File: config.mk
export PLATFORM = sky130hd
export DESIGN_NAME = hello_scroll_display
export DESIGN_NICKNAME = d
export VERILOG_FILES = /design/src/rtl/hello_scroll_display.sv
export SDC_FILE = /design/constraint.sdc
export NUM_CORES = 1
export LEC_CHECK = 0
export CAP_MARGIN = 20
export CORE_MARGIN = 2
export CORE_UTILIZATION = 60
export CTS_CLUSTER_DIAMETER = 30
export DETAILED_ROUTE_END_ITERATION = 8
export DONT_BUFFER_PORTS = 1
export GPL_ROUTABILITY_DRIVEN = 0
export PLACE_DENSITY = 0.84
export SLEW_MARGIN = 20
export SYNTH_ARGS = -nofsm -noshare
export SYNTH_HDL_FRONTEND = slang
export SYNTH_SLANG_ARGS = --single-unit
File: constraint.sdc
create_clock -name clock_i -period 2.3 [get_ports clock_i]
set_input_delay 0 -clock clock_i [delete_from_list [all_inputs] [get_ports clock_i]]
set_output_delay 0 -clock clock_i [all_outputs]
set_load 0.05 [all_outputs]
File: src/rtl/hello_scroll_display.sv
// Scrolls HELLO letter codes right-to-left across NUM_DIGITS seven-segment digits.
// A prescaler paces the scroll and emits a one-cycle step pulse to the upstream sequencer.
module hello_scroll_display #(
  parameter int NUM_DIGITS     = 8,
  parameter int DIV            = 25_000_000,
  parameter int SEG_ACTIVE_LOW = 1
) (
  input  logic                    clock_i,
  input  logic                    reset_i,
  input  logic [2:0]              char_in_i,
  input  logic                    char_valid_i,
  input  logic                    hold_i,
  output logic                    step_o,
  output logic [3*NUM_DIGITS-1:0] digits_o,
  output logic [7*NUM_DIGITS-1:0] segments_o
);

  localparam int              CW      = (DIV > 1) ? $clog2(DIV) : 1;
  localparam logic [CW-1:0]   CNT_LAST = CW'(DIV - 1);
  localparam logic            SEG_INV = (SEG_ACTIVE_LOW != 0);

  logic [CW-1:0]             cnt_q, cnt_d;
  logic [3*NUM_DIGITS-1:0]   digits_q, digits_d;
  logic [7*NUM_DIGITS-1:0]   seg_q, seg_d;
  logic                      tick_s;

  // Codes above O are not letters and display as Blank.
  function automatic logic [2:0] sanitise(input logic [2:0] code);
    logic [2:0] res;
    if (code > 3'd4) begin
      res = 3'b000;
    end else begin
      res = code;
    end
    return res;
  endfunction

  function automatic logic [6:0] decode(input logic [2:0] code);
    logic [6:0] pat;
    case (code)
      3'd1:    pat = 7'b1110110;
      3'd2:    pat = 7'b1111001;
      3'd3:    pat = 7'b0111000;
      3'd4:    pat = 7'b0111111;
      default: pat = 7'b0000000;
    endcase
    if (SEG_INV) begin
      pat = ~pat;
    end else begin
      pat = pat;
    end
    return pat;
  endfunction

  // Reset wins over a terminal count so no step escapes during reset.
  assign tick_s = (cnt_q == CNT_LAST) && !hold_i && !reset_i;

  // Next-state for prescaler, digit shift register and segment pipeline.
  always_comb begin
    cnt_d    = cnt_q;
    digits_d = digits_q;
    seg_d    = seg_q;
    if (!hold_i) begin
      if (cnt_q == CNT_LAST) begin
        cnt_d = '0;
      end else begin
        cnt_d = cnt_q + {{(CW-1){1'b0}}, 1'b1};
      end
    end else begin
      cnt_d = cnt_q;
    end
    if (tick_s) begin
      for (int k = NUM_DIGITS - 1; k >= 1; k--) begin
        digits_d[3*k +: 3] = digits_q[3*(k-1) +: 3];
      end
      if (char_valid_i) begin
        digits_d[2:0] = sanitise(char_in_i);
      end else begin
        digits_d[2:0] = 3'b000;
      end
    end else begin
      digits_d = digits_q;
    end
    for (int k = 0; k < NUM_DIGITS; k++) begin
      seg_d[7*k +: 7] = decode(digits_q[3*k +: 3]);
    end
  end

  // State registers with synchronous reset.
  always_ff @(posedge clock_i) begin
    if (reset_i) begin
      cnt_q    <= '0;
      digits_q <= '0;
      seg_q    <= SEG_INV ? {(7*NUM_DIGITS){1'b1}} : {(7*NUM_DIGITS){1'b0}};
    end else begin
      cnt_q    <= cnt_d;
      digits_q <= digits_d;
      seg_q    <= seg_d;
    end
  end

  assign step_o     = tick_s;
  assign digits_o   = digits_q;
  assign segments_o = seg_q;

endmodule
**Word level (Yosys, flattened, before mapping)**

Index checks and enable logic that the tools add are counted.
Widths: inputs -> output; s select.

- Add/sub/neg operators: 1
- Magnitude comparators: 1
- Eq/ne operators: 33
- Multiplexer cells: 11
- Bitwise gates (word level): 8
- Reduce and logical (&&, ||, !) cells: 4

Operators by type and width:

| operator | count |
|---|---|
| $pmux 7 s4 | 8 |
| $not 7->7 | 8 |
| $eq 3x2->1 const B | 16 |
| $add 25x1->25 const B | 1 |
| $eq 25x25->1 const B | 1 |
| $mux 25 | 1 |
| $eq 3x1->1 const B | 8 |
| $eq 3x3->1 const B | 8 |
| $mux 3 | 2 |
| $gt 3x3->1 const B | 1 |
| $logic_and 1x1->1 | 2 |
| $logic_not 1->1 | 2 |

- Bits in registers: 105
- Output and inout port bits: 81

**Depth between registers and ports, before layout**

Gate-level depths: netlist (run 1).

- Word-level depth: 3
- Gate-level depth with buffers: 7

**Least setup slack after synthesis (run 1)**

OpenSTA, ideal clock, no wires.

- Path kind: register to output
- From: register cnt_q[0]
- To: output port step_o
- Arrival time: 2516 ps
- Data required time: 2300 ps
- Slack: -216 ps
- Stages on the path, launching flop included: 7
- Path buffers: 2
- Cell sequence: dfxtp_1 > ha_1 > nand3b_1 > or4_1 > clkbuf_1 > clkbuf_1 > nor3_1

- Longest elaborated chain between the ends: 3

Ends and longest elaborated chain:

| what | RTL line | text |
|---|---|---|
| start: declaration | 22 | `logic [CW-1:0] cnt_q, cnt_d;` |
| start signal: assignment | 96 | `cnt_q <= cnt_d;` |
| $eq 25x25->1 | 56 | `assign tick_s = (cnt_q == CNT_LAST) && !hold_i && !reset_i;` |
| $logic_and 1x1->1 (2 in series) | 56 |  |
| end: declaration | 13 | `output logic step_o,` |

No other way between the ends.

**Final worst setup path (run 1)**

- From: register cnt_q[0]
- To: register cnt_q[24]

- Longest elaborated chain between the ends: 2
- Elaborated cells on any way between the ends: 3
- Those cells by class: add/sub: 1; eq/ne: 1; mux: 1

Ends and longest elaborated chain:

| what | RTL line | text |
|---|---|---|
| $add 25x1->25 or $eq 25x25->1 (tied branches) | 67, 64 |  |
| $mux 25 (*) | 64 | `if (cnt_q == CNT_LAST) begin` |

Every way passes the cells marked *; elsewhere a longest branch is shown, timed or not.
A chain may end at the register's enable or synchronous reset.

==> flow_summary.ini, run 1 <==
[drt]
drt_iter0_markers = 149
drt_wl_total_mm = 6.939
vias = 2758
dr.pass1.iters = 4
avgRoutedWirePerCell_microns = 14.61
antenna_left = 0
drc = 0
viasPerCell = 5.806

[power]
cellPowerDensity_mw_per_mm2 = 689.8
p_leak_nw = 1.218
finalPower_w = 0.002788
ir_drop_mv = 0.6009

[final_layout]
fin_area_sq_mm = 0.004041
fin_nets = 403
antenna_cells = 0
final_cell_mix = dfxtp_1 (89), xnor2_1 (41), a21oi_1 (36)
syn_to_final_growth_pct = 7.811
final_common_cell = dfxtp_1
drive_above_1_share = 0.09250
finish.utilization = 0.6746

[floorplanning]
start_util = 0.6257
num_io_pins = 88
die_area_sq_mm = 0.006896
core.rowCount = 28
core_area_sq_mm = 0.005991
die_w_microns = 83.04
dieHeight_microns = 83.04

[timing]
worst_slack_ns = 0.1262
max_slew.worst_pin.slew_ns = 0.9398
fmaxAchievable_ghz = 0.4600
period_minus_slack_ns = 2.174
fin_crit_sh = 0.9451
slew_viol_final = 0
finalHoldViolations = 0
setup_violations = 0
slew_headroom = 0.3726
totalNegativeSetupSlack_ns = 0
fin_skew_ns = 0.004974
rsz0062_at_grt = no

[clock_tree]
clockBufferDepth = 2
cts_buffers = 9
clkSinkCount = 89
clockRootBuffer = clkbuf_8
cts_tree = built
path_clk_slew_ns = 0.09
h-tree-depth = 3
clkLatencyLatePin_ns = 0.36

[critical_path]
cp.required_ns = 2.60
ff2ff_path_depth = 5
rrSetupSlack_ns = 0.13
start_kind = register
rr_endpoint = cnt_q[24]
crit_type = register to register
r2r_start = cnt_q[0]
end_kind = register
critical_path.max_fanout = 13
arrival_ns = 2.47

[synth]
synth_top_family_by_area = simple AND/OR/NAND/NOR gates
ys_warn_count = 0
synth_mux_area_frac = 0.02403
yosys.area_share.xor_xnor = 0.1028
yosysSeqAreaShare = 0.4753
synth_top_cell_area_share = 0.4753
synth_top_area_cell = dfxtp_1
synth.distinct_cells = 35
syn-instance-count = 414
synth-simple-area-share = 0.2196
syn-cell-area_sq_mm = 0.003749
netlist_top_cells_area = dfxtp_1 (48%), xnor2_1 (9.6%), or3_1 (5.0%)
syn_avg_cell_area_sq_um = 9.055
synth_adder_area_share = 0.003338
synth_seq_cells = 89
synth_compound_area_frac = 0.1021
synth_nets = 422

[grt]
antenna_found_initial = 0
grt_max_degree = 66
grt.overflow.total = 0
grt_pass1_vias = 2440
track_usage = 0.1981
grt_pass1_wl_mm = 11.34

[place]
dp_hpwl_mm = 4.346
place_area_sq_mm = 0.003659
port_buffers = 0
pre_cts_ws_ns = 0.1846

[worst_hold_path]
hold_depth = 3
hold_path.class = input pin to register
min_from = hold_i
min_to = cnt_q[3]

[status]
status = completed

[run]
cap_violations = 0
==> per-stage QoR <==
| step | instances | hold WS [ns] |
|---|---|---|
| 2_1_floorplan | 414 | 0.1408 |
| 3_3_place_gp | 445 | 0.07429 |
| 3_5_place_dp | 445 | 0.07705 |
| 4_1_cts | 470 | 0.04614 |
| 5_1_grt | 475 | 0.07097 |
| 6_report | 475 | 0.05691 |
==> area by class of cell <==
| type | count | area, sq um |
|---|---|---|
| clock buffer | 9 | 123.9 |
| clock inverter | 7 | 100.1 |
| fill | 468 | 1949 |
| inverter | 4 | 15.01 |
| multi-input combinational | 269 | 1720 |
| sequential | 89 | 1782 |
| tap | 75 | 93.84 |
| timing repair buffer | 22 | 206.4 |
==> critical path: stages (launching register included) <==
cell and delay, ns:
dfxtp_1 0.40, ha_1 0.18, nand3b_1 0.10, or4_1 0.73, or4_1 0.55, a21oi_1 0.15
==> cell families (layout without fill, tap and decap cells) <==
logic type	count (synthesis)	in the layout
fa+ha+maj	1	1
xor+xnor	44	44
mux	9	9
buf+inv	56	42
compound gates	73	73
flops	89	89
simple gates	142	142
==> report_power, final <==
group          internal [W]  switching (W)   total, W
sequential          0.00154     0.00000397    0.00155
clock              0.000620       0.000569    0.00119
combinational     0.0000223      0.0000293  0.0000516
total               0.00219       0.000602    0.00279
==> per-layer routing <==
layer / wire length, microns / GRT usage / vias up
met2: 3460 / 0.3365 / 72
met5: 0 / 0 / -
met1: 2990 / 0.2372 / 1300
met3: 374 / 0.05467 / 11
li1: - / - / 1375
met4: 114 / 0.07899 / 0
==> cell usage after synthesis (all sizes together) <==
| library cell | n |
|---|---|
| or2 | 9 |
| ha | 1 |
| dfxtp | 89 |
| and4b | 1 |
| nand2 | 8 |
| nand3b | 1 |
| nor3 | 6 |
| xnor2 | 41 |
| or4 | 10 |
| nand2b | 8 |
| inv | 4 |
| or3 | 30 |
| nand3 | 30 |
| o21ai | 30 |
| nor4bb | 1 |
| clkbuf | 34 |
| nor2b | 2 |
| nor2 | 22 |
| nand4b | 1 |
| and4 | 3 |
| nor3b | 1 |
| xor2 | 3 |
| o31ai | 6 |
| a21o | 1 |
| nor4 | 2 |
| and3 | 2 |
| nand4 | 5 |
| buf | 18 |
| mux2i | 9 |
| a21oi | 36 |
==> state kept, by name, summed over array words and instances, names as in the netlist <==
register / flops
segments_o: 40
cnt_q: 25
digits_o: 24
==> how the worst max path moves through the flow <==
stage,start,endpoint,slack (ns),cells past startpoint
floorplan,cnt_q[0],step_o,0.21,6
global placement,cnt_q[0],cnt_q[24],0.24,5
detailed placement,cnt_q[0],cnt_q[24],0.18,5
CTS,cnt_q[0],digits_o[1],0.05,8
global route,cnt_q[0],digits_o[1],0.0009,8
finish,cnt_q[0],cnt_q[24],0.13,5
==> what timing repair did <==
action	CTS	global route
gates resized for setup	0	5
setup endpoints to repair	0	2
setup buffers	0	4
hold buffers	9	0
endpoints found under the hold margin	74	0
(Power assumes the default switching activity.)
==> run 2, diff against run 1 <==
--- a/config.mk
+++ b/config.mk
@@ -6,13 +6,15 @@
 export NUM_CORES = 1
 export LEC_CHECK = 0
 export CAP_MARGIN = 20
+export CELL_PAD_IN_SITES_DETAIL_PLACEMENT = 0
+export CELL_PAD_IN_SITES_GLOBAL_PLACEMENT = 2
 export CORE_MARGIN = 2
-export CORE_UTILIZATION = 60
+export CORE_UTILIZATION = 37
 export CTS_CLUSTER_DIAMETER = 30
 export DETAILED_ROUTE_END_ITERATION = 8
 export DONT_BUFFER_PORTS = 1
 export GPL_ROUTABILITY_DRIVEN = 0
-export PLACE_DENSITY = 0.84
+export PLACE_DENSITY = 0.86
 export SLEW_MARGIN = 20
 export SYNTH_ARGS = -nofsm -noshare
 export SYNTH_HDL_FRONTEND = slang
==> run 2 against run 1 <==
  * Design area grew 0.40%
  * Count of clock-buffer cells in the layout grew 1
  * Global-route usage shrank 5.8 points
  * First-iteration DRC count shrank 32%
  * Worst hold slack gained 0.012 ns
  * Flip-flop and latch count is the same
  * Largest cell class unchanged
  * Largest power group unchanged
==> flow_summary.ini, run 2 (synthesis results as in run 1) <==
[final_layout]
final_cell_mix = dfxtp_1 (88), xnor2_1 (41), a21oi_1 (36)
fin_area_sq_mm = 0.004058
drive_above_1_share = 0.08291
num-fill-cells = 1002
fin_nets = 401
syn_to_final_growth_pct = 8.244
largest_register_ffs = 40
final_common_cell = dfxtp_1
antenna_cells = 0

[power]
ir_drop_mv = 0.3259
p_leak_nw = 1.189
cellPowerDensity_mw_per_mm2 = 656.1

[critical_path]
ff2ff_path_depth = 8
rr_endpoint = digits_o[1]
end_kind = primary output
crit_path_frequent_cell = buf_6
critical_path.max_fanout = 25
startpoint = cnt_q[1]
arrival_ns = 2.11
crit_path_end = step_o
rrSetupSlack_ns = 0.19
crit_type = register to primary output
cp.required_ns = 2.30
slowest_delay_ns = 0.43
cp_num_buf_inv = 3
cp_cell_sequence = ha_1 -> nand3b_1 -> buf_4 -> or4_1 -> buf_6 -> nor3_2 -> buf_6
cp_slowest_cell = or4_1
cp_top_family = simple AND/OR/NAND/NOR gates
start_kind = register
path_depth = 7
r2r_start = cnt_q[1]

[clock_tree]
h-tree-depth = 3
clockRootBuffer = clkbuf_8
clkSinkCount = 89
cts_tree = built
cts_buffers = 9
clkLatencyLatePin_ns = 0.35
post_cts_buffers = 0
path_clk_slew_ns = 0.08
clockBufferDepth = 2

[timing]
fin_skew_ns = 0.01476
fin_crit_sh = 0.9190
totalNegativeSetupSlack_ns = 0
finalHoldViolations = 0
hold_slack_ns = 0.06930
period_minus_slack_ns = 2.114
slew_headroom = 0.3423
setup_violations = 0
fmaxAchievable_ghz = 0.4731
max_slew.worst_pin.slew_ns = 0.9852
slew_viol_final = 0
rsz0062_at_grt = no

[worst_hold_path]
hold_path.class = input pin to register
min_from = hold_i

[floorplanning]
num_io_pins = 88
dieHeight_microns = 104.7
die_area_sq_mm = 0.01095
core_area_sq_mm = 0.009819
die_w_microns = 104.7
core.rowCount = 36
start_util = 0.3818

[grt]
grt_pass1_wl_mm = 12.65
grt.overflow.total = 0
grt_max_degree = 65
antenna_found_initial = 0
grt_pass1_vias = 2523
track_usage = 0.1401

[drt]
dr.pass1.iters = 4
drt_iter0_markers = 101
highest-signal-layer = met4
antenna_left = 0
avgRoutedWirePerCell_microns = 14.31
drt-met1-wl_mm = 3.600
viasPerCell = 5.087
wl_met3_microns = 433
wl_met2_mm = 3.474
drc = 0
drt_wl_total_mm = 7.598
vias = 2701

[place]
place_area_sq_mm = 0.003754
dp_hpwl_mm = 4.974
port_buffers = 0

[status]
status = completed

[run]
cap_violations = 0
==> run 2: power breakdown <==
| part | switching (W) | leakage [nW] | internal, W |
|---|---|---|---|
| combinational | 0.0000291 | 0.377 | 0.0000209 |
| clock | 0.000558 | 0.0929 | 0.000507 |
| sequential | 0.00000416 | 0.719 | 0.00154 |
==> run 2: how the worst min path moves through the flow <==
stage | to | cells after the start
floorplan | cnt_q[0] | 2
global placement | digits_o[0] | 1
CTS | cnt_q[3] | 3
global route | cnt_q[3] | 3
detailed placement | digits_o[0] | 1
finish | cnt_q[3] | 3
==> run 2: metrics by stage <==
step / std cells / total power [W] / setup WS, ns / util
detailed placement: 506 / 0.001605 / 0.2658 / 0.3823
floorplan: 414 / 0.001612 / 0.2098 / -
global route: 531 / 0.002763 / 0.02382 / 0.4132
CTS: 531 / 0.002688 / 0.08643 / 0.4123
finish: 531 / 0.002662 / 0.1864 / 0.4132
global placement: 506 / 0.001604 / 0.3361 / 0.3823
==> run 2: per-layer routing <==
layer / global-route usage / vias up
met5: 0 / -
met4: 0.04095 / 0
met3: 0.04554 / 7
met2: 0.2316 / 67
met1: 0.1745 / 1257
li1: - / 1370
==> run 2: area by class of cell <==
cell class / count / area [sq um] / share of cell area
clock inverter: 6 / 67.56 / 0.01665
clock buffer: 10 / 127.6 / 0.03145
inverter: 4 / 15.01 / 0.003700
timing repair buffer: 20 / 190.2 / 0.04687
multi-input combinational: 269 / 1708 / 0.4209
tap: 133 / 166.4 / 0.04101
sequential: 89 / 1783 / 0.4394
==> run 2: what timing repair did <==
action                                  in CTS  in global routing
hold buffers                                 9                  0
gates resized for setup                      0                  3
endpoints found under the setup margin       0                  1
endpoints found under the hold margin       67                  0
==> run 2: worst min-delay path: cells and delay by family <==
| family | cells | cell delay [ns] |
|---|---|---|
| simple gates | 2 | 0.24 |
| xor+xnor | 1 | 0.13 |
==> run 3, diff against run 2 <==
--- a/config.mk
+++ b/config.mk
@@ -15,6 +15,7 @@
 export DONT_BUFFER_PORTS = 1
 export GPL_ROUTABILITY_DRIVEN = 0
 export PLACE_DENSITY = 0.86
+export REMOVE_ABC_BUFFERS = 1
 export SLEW_MARGIN = 20
 export SYNTH_ARGS = -nofsm -noshare
 export SYNTH_HDL_FRONTEND = slang
==> run 3 against run 2 <==
  * Flip-flop and latch count unchanged
  * Clock skew shrank 0.0037 ns
  * Routed wire length is 0.26% lower
  * Sequential power barely moved
  * Clock power decreased by 6%
  * Die area unchanged
  * Largest cell class unchanged
  * Design area fell by 0.40%
  * Critical path type unchanged
==> flow_summary.ini, run 3 (synthesis results as in run 1) <==
[drt]
dr.pass1.iters = 4
viasPerCell = 5.181
drt_wl_total_mm = 7.578
antenna_left = 0
drc = 0
vias = 2751
avgRoutedWirePerCell_microns = 14.27
drt_iter0_markers = 114

[critical_path]
crit_type = register to primary output
arrival_ns = 2.18
cp_num_buf_inv = 3
end_kind = primary output
r2r_start = cnt_q[1]
cp_slowest_cell = or4_1
startpoint = cnt_q[1]
crit_path_frequent_cell = buf_4
start_kind = register
cp_cell_sequence = ha_1 -> nand3b_1 -> buf_4 -> or4_1 -> buf_8 -> nor3_2 -> buf_4
cp_top_family = simple AND/OR/NAND/NOR gates
slowest_delay_ns = 0.45
cp.required_ns = 2.30
critical_path.max_fanout = 25

[power]
intPower_w = 0.001989
combPwrFrac = 0.019
p_sw_w = 0.0006126
seqPwrFrac = 0.595
swShare = 0.2355
p_leak_nw = 1.192
p_clk_frac = 0.386
ir_drop_mv = 0.2404
cellPowerDensity_mw_per_mm2 = 643.7

[timing]
setup_violations = 0
rsz0062_at_grt = no
totalNegativeSetupSlack_ns = 0
fmaxAchievable_ghz = 0.4585
fin_skew_ns = 0.01109
slew_headroom = 0.3510
fin_crit_sh = 0.9483
max_slew.worst_pin.slew_ns = 0.9721
period_minus_slack_ns = 2.181
slew_viol_final = 0
finalHoldViolations = 0

[clock_tree]
cts_tree = built
clkSinkCount = 89
post_cts_buffers = 0
path_clk_slew_ns = 0.09
clockRootBuffer = clkbuf_8
cts_buffers = 9
h-tree-depth = 3
clkLatencyLatePin_ns = 0.36
clockBufferDepth = 2

[final_layout]
final_common_cell = dfxtp_1
final_cell_mix = dfxtp_1 (88), xnor2_1 (41), a21oi_1 (36)
largest_register_ffs = 40
num-fill-cells = 1000
register_area_sq_mm = 0.001783
finish.utilization = 0.4116
syn_to_final_growth_pct = 7.811
fin_nets = 401
antenna_cells = 0
instances_no_fill = 531
drive_above_1_share = 0.08543
multi_input_area_sq_mm = 0.001708

[run]
cap_violations = 0

[floorplanning]
start_util = 0.3818
die_w_microns = 104.7
core_area_sq_mm = 0.009819
dieHeight_microns = 104.7
core.rowCount = 36
die_area_sq_mm = 0.01095
num_io_pins = 88

[place]
dp_hpwl_mm = 4.798
port_buffers = 0
dp.cells = 506

[grt]
track_usage = 0.1414
grt_pass1_wl_mm = 12.68
grt.overflow.total = 0
antenna_found_initial = 0
grt_pass1_vias = 2581
grt_max_degree = 65

[worst_hold_path]
hold_path.class = input pin to register
min_from = hold_i

[status]
status = completed
run 3: cell types whose count changed in the layout (fill, tap and decap cells not counted):
cell        change
buf_4           +1
clkinv_4        +1
clkbuf_1        -1
clkbuf_8        +1
buf_8           +1
clkinvlp_4      -2
buf_6           -2
bufinv_16       -1
clkinv_2        +2
run 3: cell type report:
cell class                      instances  share of cell area
Tap cell                              133             0.04118
Clock inverter                          6             0.01022
Timing Repair Buffer                   20             0.04706
Sequential cell                        89              0.4412
Clock buffer                           10             0.03406
Multi-Input combinational cell        269              0.4226
Inverter                                4            0.003715
run 3: path summary, 6_finish.rpt:
check                                   end  slack [ns]  cells past startpoint
worst max register to register  digits_o[0]        0.12                      8
worst min-delay path               cnt_q[3]        0.04                      3
worst min register to register    cnt_q[24]        0.49                      2
worst max-delay path                 step_o        0.12                      7
run 3: stage by stage:
step                      total power [W]  hold slack, ns  area, sq um  worst slack, ns
after global routing             0.002684         0.06911         4041          0.01344
after global placement           0.001604         0.07800         3749           0.2833
after CTS                        0.002625         0.03309         4028          0.04572
after floorplan                  0.001599         0.06907         3491          -0.2562
final                            0.002602         0.04384         4041           0.1189
after detailed placement         0.001605         0.07726         3749           0.2091
run 3: power by group through the flow:
stage | clock network (W) | logic (W) | registers (W)
after CTS | 0.00103 | 0.0000503 | 0.00155
final | 0.00100 | 0.0000507 | 0.00155
after global routing | 0.00108 | 0.0000559 | 0.00155
after floorplan | 0 | 0.0000165 | 0.00158
after detailed placement | 0 | 0.0000222 | 0.00158
after global placement | 0 | 0.0000217 | 0.00158
run 3: per-layer routing:
| metal | global-route usage | vias up | share of wire |
|---|---|---|---|
| met1 | 0.1762 | 1317 | 0.47 |
| met5 | 0 | - | 0 |
| met3 | 0.03431 | 12 | 0.048 |
| met2 | 0.2278 | 58 | 0.47 |
| met4 | 0.07143 | 0 | 0.019 |
| li1 | - | 1364 | - |
run 3: what timing repair did:
action | in CTS | in global routing
setup endpoints to repair | 0 | 2
hold buffers | 9 | 0
endpoints found under the hold margin | 67 | 0
resized for setup | 0 | 4
run 3: worst reg2reg max path: stages (launching register included):
cell and delay, ns:
dfxtp_1 0.37, ha_1 0.18, nand3b_1 0.11, buf_4 0.18, nor4_4 0.22, buf_4 0.26
nand4_1 0.11, dlygate4sd3_1 0.56, a21oi_1 0.13
